**config.mk**
```make
export PLATFORM = sky130hd
export DESIGN_NAME = axon_output_drain
export DESIGN_NICKNAME = d
export VERILOG_FILES = /design/src/rtl/axon_output_drain.sv
export SDC_FILE = /design/constraint.sdc
export NUM_CORES = 1
export LEC_CHECK = 0
export CORE_MARGIN = 3
export CORE_UTILIZATION = 50
export DETAILED_ROUTE_END_ITERATION = 10
export MAX_ROUTING_LAYER = met4
export PLACE_DENSITY = 0.67
export SLEW_MARGIN = 10
export SYNTH_ARGS = -nofsm -noshare
export SYNTH_HDL_FRONTEND = slang
export SYNTH_SLANG_ARGS = --single-unit
```
**constraint.sdc**
```tcl
create_clock -name clk -period 5.8 [get_ports clk]
set_input_delay 0.87 -clock clk [delete_from_list [all_inputs] [get_ports clk]]
set_output_delay 0.87 -clock clk [all_outputs]
set_load 0.005 [all_outputs]
```
**src/rtl/axon_output_drain.sv**
```systemverilog
// Tail collector for an AXON PE chain: pulses the chain eject, captures NUM_PE psums
// into a FIFO and writes them to output SRAM in PE order. Define AXON_DRAIN_RELU_EN to ReLU captures.
module axon_output_drain #(
   parameter int DATA_WIDTH = 16,
   parameter int NUM_PE     = 8,
   parameter int ADDR_WIDTH = 10
) (
   input  logic                  clk,
   input  logic                  rst,
   input  logic                  start,
   input  logic [ADDR_WIDTH-1:0] base_addr,
   input  logic [DATA_WIDTH-1:0] chain_in,
   output logic                  eject_ctrl,
   output logic                  busy,
   output logic                  done,
   output logic                  wr_valid,
   input  logic                  wr_ready,
   output logic [ADDR_WIDTH-1:0] wr_addr,
   output logic [DATA_WIDTH-1:0] wr_data
);

   localparam int PTR_W = (NUM_PE > 1) ? $clog2(NUM_PE) : 1;
   localparam int CNT_W = $clog2(NUM_PE + 1);
   localparam logic [PTR_W-1:0]      LAST_IDX = PTR_W'(NUM_PE - 1);
   localparam logic [ADDR_WIDTH-1:0] LAST_OFS = ADDR_WIDTH'(NUM_PE - 1);

   typedef enum logic [2:0] {
      S_IDLE,
      S_EJECT,
      S_SHIFT,
      S_FLUSH,
      S_DONE
   } state_t;

   state_t                  state_q, state_d;
   logic [PTR_W-1:0]        shift_cnt_q, shift_cnt_d;
   logic [ADDR_WIDTH-1:0]   cap_addr_q, cap_addr_d;

   logic [DATA_WIDTH-1:0]   data_mem [NUM_PE];
   logic [ADDR_WIDTH-1:0]   addr_mem [NUM_PE];
   logic [PTR_W-1:0]        wr_ptr_q, rd_ptr_q;
   logic [CNT_W-1:0]        count_q, count_d;
   logic                    push, pop;

   function automatic logic [DATA_WIDTH-1:0] capture_word(input logic signed [DATA_WIDTH-1:0] d);
`ifdef AXON_DRAIN_RELU_EN
      if (d < 0) return '0;
      return d;
`else
      return d;
`endif
   endfunction

   function automatic logic [PTR_W-1:0] ptr_inc(input logic [PTR_W-1:0] p);
      return (p == LAST_IDX) ? '0 : p + PTR_W'(1);
   endfunction

   // Control state: FSM, shift counter and the descending capture address
   always_ff @(posedge clk) begin
      if (rst) begin
         state_q     <= S_IDLE;
         shift_cnt_q <= '0;
         cap_addr_q  <= '0;
      end else begin
         state_q     <= state_d;
         shift_cnt_q <= shift_cnt_d;
         cap_addr_q  <= cap_addr_d;
      end
   end

   always_comb begin
      state_d     = state_q;
      shift_cnt_d = shift_cnt_q;
      cap_addr_d  = cap_addr_q;
      eject_ctrl  = 1'b0;
      done        = 1'b0;
      push        = 1'b0;
      case (state_q)
         S_IDLE: begin
            if (start) begin
               // Tail PE's word arrives first, so capture starts at the highest address
               cap_addr_d  = base_addr + LAST_OFS;
               shift_cnt_d = '0;
               state_d     = S_EJECT;
            end
         end
         S_EJECT: begin
            eject_ctrl = 1'b1;
            state_d    = S_SHIFT;
         end
         S_SHIFT: begin
            push        = 1'b1;
            shift_cnt_d = shift_cnt_q + PTR_W'(1);
            cap_addr_d  = cap_addr_q - ADDR_WIDTH'(1);
            if (shift_cnt_q == LAST_IDX) state_d = S_FLUSH;
         end
         S_FLUSH: begin
            if (count_q == '0 || (count_q == CNT_W'(1) && pop)) state_d = S_DONE;
         end
         S_DONE: begin
            done    = 1'b1;
            state_d = S_IDLE;
         end
         default: state_d = S_IDLE;
      endcase
   end

   assign busy = (state_q != S_IDLE);

   // FIFO bookkeeping; storage itself carries no reset
   assign wr_valid = (count_q != '0);
   assign pop      = wr_valid & wr_ready;

   always_comb begin
      count_d = count_q;
      case ({push, pop})
         2'b10:   count_d = count_q + CNT_W'(1);
         2'b01:   count_d = count_q - CNT_W'(1);
         default: count_d = count_q;
      endcase
   end

   always_ff @(posedge clk) begin
      if (rst) begin
         wr_ptr_q <= '0;
         rd_ptr_q <= '0;
         count_q  <= '0;
      end else begin
         if (push) wr_ptr_q <= ptr_inc(wr_ptr_q);
         if (pop)  rd_ptr_q <= ptr_inc(rd_ptr_q);
         count_q <= count_d;
      end
   end

   always_ff @(posedge clk) begin
      if (push) begin
         data_mem[wr_ptr_q] <= capture_word(chain_in);
         addr_mem[wr_ptr_q] <= cap_addr_q;
      end
   end

   // Head is only presented while valid so an empty FIFO shows zeros
   assign wr_addr = wr_valid ? addr_mem[rd_ptr_q] : '0;
   assign wr_data = wr_valid ? data_mem[rd_ptr_q] : '0;

endmodule

```
# == After elaboration in Yosys (flattened, before gate mapping) ==
# Memory sizes are Yosys's and may differ from the RTL's. A register that Yosys moved wholly into a read port is not among the register bits.
# Cells that the tools add are included.
# W data, S select, Z words.
# op_classes
n_mux,22
n_reduce_logical,10
bitwise,1
n_addsub,7
eq_ne,13
# ops
op,n
$mux W3,10
$mux W10,2
$pmux W10 S2,1
$mux W16,1
$eq A3 B3 Y1 const B,4
$pmux W3 S4,1
$add A10 B3 Y10 const B,1
$sub A10 B1 Y10 const B,1
$add A3 B1 Y3 const B,3
$pmux W4 S2,1
$eq A3 B2 Y1 const B,2
$ne A2 B2 Y1 const B,3
$pmux W3 S2,1
$mux W1,5
$add A4 B1 Y4 const B,1
$eq A4 B1 Y1 const B,1
$logic_not A4 Y1,1
$reduce_bool A2 Y1,2
$reduce_bool A4 Y1,1
$sub A4 B1 Y4 const B,1
$eq A3 B1 Y1 const B,1
$logic_not A3 Y1,1
$reduce_and A3 Y1,1
$reduce_bool A3 Y1,1
other kinds (6),6
# totals
ff_bits,26
out_inout_bits,30
mem_count,2
ram_bits,208
in_bits,30
word_cells,61
# mem_list
memory,words,width,read_ports,rd_clocked_by_memory_dff,write_ports,line,text
data_mem,8,16,1,1,1,39,logic [DATA_WIDTH-1:0] data_mem [NUM_PE];
addr_mem,8,10,1,1,1,40,logic [ADDR_WIDTH-1:0] addr_mem [NUM_PE];

# == Longest topological paths before layout ==
# Gate-level depths: netlist (run 1).
# logic_depth
ltp_word,6
mapped_depth,11
ltp_nobuf,11

# == Worst setup path before layout (run 1) ==
# OpenSTA, ideal clock, no wires.
# synth_timing
path_type,register to register
start,reg state_q[1]
end,mem addr_mem[4][0] (enable)
n_path_buf,2
arrival_ns,4.009
stages_incl_launch_ff,6
setup_slack_ns,1.306
setup_time_ns,0.484
required_time_ns,5.316
path_cell_list,dfxtp_1 -> clkbuf_1 -> nor3b_2 -> inv_1 -> clkbuf_1 -> nor4b_1
# synth_between
elab_chain_len,4
# synth_rtl
element,line,text
"start, declared",35,"state_t state_q, state_d;"
"start signal, assigned",65,state_q <= state_d;
$eq A3 B2 Y1,78,case (state_q)
$mux W1,78,
$mux W1,136,if (push) begin
$mux W1 (implied by the code),138,addr_mem[wr_ptr_q] <= cap_addr_q;
"end, declared",40,
# No other way between the ends.

==> results of run 1 <==
-- final cells by class --
cell class	count	area (µm²)
Clock inverter	12	216
Sequential cell	237	6830
Inverter	12	45.0
Clock buffer	32	692
Multi-Input combinational cell	255	2610
Timing Repair Buffer	73	696
Tap cell	229	287
Fill cell	1246	6960
-- Yosys cell counts, types with 3 or more instances --
master	number
nand2b_1	3
buf_2	5
nor3b_1	6
xnor2_1	6
edfxtp_1	208
inv_1	12
nor3_1	7
clkbuf_1	19
a21oi_1	19
mux4_2	52
nand2_1	17
or4b_2	3
nor4b_1	4
dfxtp_1	29
o21ai_0	7
or3_1	5
nor4_1	5
nor2_1	42
mux2i_1	27
a22oi_1	3
xor2_1	4
ha_1	12
-- power breakdown --
| group | total (µW) | switching [µW] | internal, µW |
|---|---|---|---|
| logic | 884 | 355 | 529 |
| registers | 2060 | 146 | 1920 |
| clock network | 1720 | 611 | 1110 |
| total | 4660 | 1110 | 3550 |
-- sequential cells by signal, summed over array words and instances, names as in the netlist, named ones only --
register	cells
addr_mem	80
rd_ptr_q	3
cap_addr_q	10
wr_ptr_q	3
shift_cnt_q	3
count_q	4
state_q	3
data_mem	128
-- routing by layer --
layer,global-route usage [%],up-vias,share of wire (%)
li1,-,2264,-
met1,23.7,2490,42
met5,-,-,0
met4,4.16,0,1.6
met2,30.5,128,51
met3,2.65,27,5.7
-- metrics by stage --
stage | hold slack [ps] | util, % | instance area [µm²]
6_report | 478 | 62.1 | 11400
3_5_place_dp | 472 | 57.1 | 10500
3_3_place_gp | 461 | 57.1 | 10500
4_1_cts | 481 | 62.1 | 11400
2_1_floorplan | 450 | - | 9520
5_1_grt | 512 | 62.1 | 11400
-- worst reg2reg max path, stage by stage (launching register included) --
cell     delay (ps)
dfxtp_1         430
inv_1            70
ha_1            230
nor3b_2         160
buf_4           260
inv_1           160
nand2_1         130
inv_1            80
ha_1            260
or4b_2          620
a21oi_1         180
xnor2_1         130
nor2_1           50
-- worst max path at each step --
stage                     from  cells past startpoint             end  slack [ps]
CTS                  flip-flop                      4      wr_addr[4]        1890
global placement     flip-flop                      4      wr_addr[4]        2450
floorplan           state_q[1]                      5  addr_mem[4][0]        1310
global route         flip-flop                      4      wr_addr[8]        1740
detailed placement   flip-flop                      4      wr_addr[4]        2450
finish               flip-flop                      4      wr_addr[4]        1990
-- cell families (layout without fill, tap and decap cells) --
| family | Yosys count | after routing |
|---|---|---|
| mux | 80 | 80 |
| xor+xnor | 10 | 10 |
| simple gates | 108 | 108 |
| compound gates | 45 | 45 |
| flops | 237 | 237 |
| buf+inv | 38 | 129 |
| fa+ha+maj | 12 | 12 |
==> results.md, run 1 <==
- Status: finished, final reports clean
- Synth Area in Simple Gates: about 6.0%
- Max_slew headroom: between 20 and 30%
- Routability cong.: approximately 0.84
- Sink Count: ~240
- Slew Viols, Final: 0
- Starting Density: about 52%
- Worst R2R Start: count_q[0]
- Setup slack at placement: approximately 2400 ps
- H-tree depth: 1
- Final ANT Viol Nets: 0
- CTS Buf Count: 24
- Final nets: about 650
- # diodes: 0
- Core Area: 0.0183 mm²
- Fin crit share: between 60% and 70%
- Max_cap viols: 0
- DR pass1 iterations: 4
- Main flop type after synthesis: edfxtp_1
- Die X: about 140 µm
- Most frequent cells in the layout: edfxtp_1 (208), clkdlybuf4s50_1 (59), mux4_2 (52)
- Root buffer cell: clkbuf_16
- Synth area leader: edfxtp_1
- Clock Path Buffers: 3
- Multiplexer area fraction after synthesis: between 10% and 20%
- Post-DP HPWL: about 10000 µm
- Worst path max stage delay: approximately 1000 ps
- PortBufs: between 50 and 60
- Post-CTS Hold Fix Bufs: 0
- Setup crit start kind: flip-flop
- Row cnt: a little under 50
- WHS Path Cells: 2
- FF-to-FF End: count_q[3]
- First-pass GRT wire length: around 28000 µm
- Routed vias/inst: between 5 and 6
- CTS tree: done
- Synth-to-Final Area Change: 19.4%
- Pin count of the biggest net entering global routing: 53
- Synth Area in Compound Gates: under 10%
- Io pins: 60
- Hold Crit Class: flip-flop to flip-flop
- Largest family of logic cells by synthesized area: multiplexers
- Synth warn: 0
- Sequential share of the synthesized area: 71.7%
- Worst skew pair latency: 510 ps
- Commonest non-fill, non-tap cell in the layout: edfxtp_1
- Grt ovf: 0
- Post-synth EDFFs: ~210
- Hold wc startpoint: rd_ptr_q[1]
- Post-synth cell types: 48
- Die ar.: between 0.02 and 0.025 mm²
- DRC Markers: 0
- TNS Setup: 0 ps
- Share of cells above drive strength 1: around a fifth
- Setup ws final: between 1500 and 2000 ps
- R2R cell count: 12
- Syn Inst Count: 530
- Vias in the first global route: 5079
- Final setup violation count: 0
- Final min period: between 3000 and 4000 ps
- DR WL/cell: just over 20 µm
- FF-to-FF setup slack: around 2900 ps
- Total power draw: about 4700 µW
- Initial antenna violation count: 0
- Worst vdd ir: 0.248 mV
- Die H: about 140 µm
- Critical Path RT: roughly 5000 ps
- Post-synthesis adder-cell area fraction: around 1.6%
- Worst slew pin tran: 1060 ps
- Dpl cells: 806
- Async S/R FF share, synth: 0%
- Clk_skew: around 13 ps
- P per Cell Area: around 400 mW/mm²
- Critical path, cell by cell: mux4_2, mux2i_1, nor2_1, clkdlybuf4s50_1
- Synth Cell Area: approximately 0.0095 mm²
- Initial DRC count: ~320
- Top-area cell type share of the netlist area: about two thirds
- Max Fclk: 263 MHz
- Post-CTS setup buffer count: 0
- Most area-consuming cells after synthesis: edfxtp_1 (66%), mux4_2 (12%), dfxtp_1 (6.1%), mux2i_1 (2.8%), nor2_1 (1.7%)
- Flops & latches, synth: ~240
- Routed wire length: about 18000 µm
- Reg clk slew, reported paths: around 60 ps
- Slowest-stage cell, CP: dfxtp_4
- Non-Filler Instances: between 800 and 900
- Total leakage power: 0.00362 µW
- Routed via count: 4909
- CP max FO: 52
- Synth Area in XOR/XNOR: 0.920%
- WP buf/inv: 1
- Final hold vios: 0
- Syn nets: 572
- Crit end category: output port
- RSZ-0062 raised after global routing: false
- Crit Path Class: flip-flop to output port
- Total track usage: 18.1%
- Top delay family on crit path: flip-flops
- PostCTS Resize Cnt: 0
- Mean Syn Cell Area: ~18 µm²
- Worst EP arrival: approximately 2900 ps
No activity file was read; power rests on OpenSTA's default activity.
==> run 2: changes to the inputs <==
Settings changed: PLACE_DENSITY 0.67 to 0.7.
Clock period 5.8 ns to 3.2 ns, I/O delays scaled along.
==> run 2 against run 1 <==
Sequential share of layout area down 0.99 points. Non-clock buffer count rose by 16. Highest routed layer unchanged. Sequential power increased by 75%. Worst setup slack got worse by 1800 ps. Global-route usage grew 1.3 points. Critical path depth rose by 1. Cell area increased by 1.7%. Clock skew fell by 4.6 ps. Combinational power is 120% higher.
==> results.md, run 2 (same netlist as run 1, synthesis figures left out) <==
- Status: finished, final reports clean
- Non-Filler Instances: just under 900
- Grt ovf: 0
- Die X: 144 µm
- H-tree depth: 1
- Commonest non-fill, non-tap cell in the layout: edfxtp_1
- Post-DP HPWL: approximately 11000 µm
- Crit Path Class: flip-flop to output port
- Fin Hold WS: about 480 ps
- Post-CTS setup buffer count: 0
- Reg clk slew, reported paths: around 60 ps
- PostCTS Resize Cnt: 0
- Clock network power share: between 30% and 40%
- DR WL/cell: around 22 µm
- Die H: 144 µm
- DRC Markers: 0
- CP max FO: 10
- Setup crit start kind: flip-flop
- Row cnt: 49
- Post-CTS Hold Fix Bufs: 0
- Total leakage power: around 0.0037 µW
- Vias in the first global route: 5391
- Max_slew headroom: a little over half
- PortBufs: 59
- Routability cong.: between 0.8 and 0.9
- Core Area: ~0.018 mm²
- Worst EP arrival: ~2500 ps
- First-pass GRT wire length: roughly 30000 µm
- DP Area: around 0.011 mm²
- Internal power: between 6000 and 7000 µW
- Final nets: about 660
- Routed vias/inst: between 5 and 6
- Final setup violation count: 0
- Clock Path Buffers: 3
- Max_cap viols: 0
- CTS tree: done
- Total track usage: slightly below 20%
- CTS Buf Count: 25
- Critical Path RT: around 2700 ps
- Sequential share of power: 42.3%
- Starting Density: 52.0%
- Slew Viols, Final: 0
- Root buffer cell: clkbuf_16
- Switching Fraction: roughly a quarter
- Routed via count: between 5000 and 6000
- Initial DRC count: 340
- Sink Count: between 200 and 250
- FF-to-FF setup slack: between 600 and 700 ps
- Most frequent cells in the layout: edfxtp_1 (208), clkdlybuf4s50_1 (59), mux4_2 (52)
- Max Fclk: between 300 and 400 MHz
- Final hold vios: 0
- Worst skew pair latency: approximately 520 ps
- Gate power share: 22.5%
- Final Instance Area: 0.0116 mm²
- DR pass1 iterations: 4
- Io pins: 60
- Worst slew pin tran: about 710 ps
- Dpl cells: 814
- RSZ-0062 raised after global routing: false
- Biggest regs: data_mem (128), addr_mem (80), cap_addr_q (10)
- Worst vdd ir: roughly 0.67 mV
- Top reg by flops: data_mem
- Routed wire length: roughly 19000 µm
- Total power draw: about 8500 µW
- Switching pwr: about 2100 µW
- Final ANT Viol Nets: 0
- Die ar.: between 0.02 and 0.025 mm²
- # diodes: 0
- Share of cells above drive strength 1: 22.2%
- Crit end category: output port
- Synth-to-Final Area Change: 21.4%
- Pin count of the biggest net entering global routing: 53
- Hold Crit Class: flip-flop to flip-flop
- Max reg flops: about 130
- Clk_skew: ~8.6 ps
- TNS Setup: 0 ps
- P per Cell Area: ~740 mW/mm²
- Initial antenna violation count: 0
- Fin crit share: 93.7%
- Final min period: roughly 3000 ps
-- run 2: cell types whose count changed in the layout (fill, tap and decap cells not counted), sizes merged --
cell,change
buf,+16
inv,+1
clkinv,+3
bufinv,-1
clkbuf,-1
-- run 2: worst max-delay path, cell delays in order (launching register included) --
cell	delay, ps
dfxtp_4	450
buf_4	270
mux4_2	530
mux2i_1	240
nor2_1	60
clkdlybuf4s50_1	450
-- run 2: final cells by class --
cell class,instances,area (µm²)
inverters,12,45.0
repair buffers,89,891
multi-input cells,255,2650
well taps,229,287
fillers,1306,6770
flip-flops and latches,237,6830
clock inverters,15,216
clock buffers,31,648
-- run 2: metal layers --
metal  up-vias  global-route usage, %  share of wire [%]
met3        31                   2.78                5.0
met2       152                   32.1                 50
met5         -                      -                  0
met1      2601                   25.9                 43
li1       2300                      -                  -
met4         0                   4.61                1.7
-- run 2: metrics by stage --
stage | setup slack, ps | util (%)
after floorplan | -35.0 | -
after global placement | 646 | 58.0
after detailed placement | 607 | 58.0
after CTS | 39.7 | 62.7
after global routing | 90.9 | 63.1
final | 202 | 63.1
-- run 2: power by group through the flow --
stage          logic, µW  registers, µW  clock network [µW]
2_1_floorplan       1080           3600                   0
3_3_place_gp        1800           3680                   0
3_5_place_dp        1840           3690                   0
4_1_cts             1850           3620                3050
5_1_grt             2100           3620                3180
6_report            1920           3600                2990
-- run 2: path summary, 6_finish.rpt --
path	start	to	depth (start not counted)
setup / recovery	flip-flop	wr_data[10]	5
hold reg to reg	rd_ptr_q[1]	flip-flop	2
setup reg to reg	count_q[0]	count_q[3]	11
hold / removal	rd_ptr_q[1]	flip-flop	2
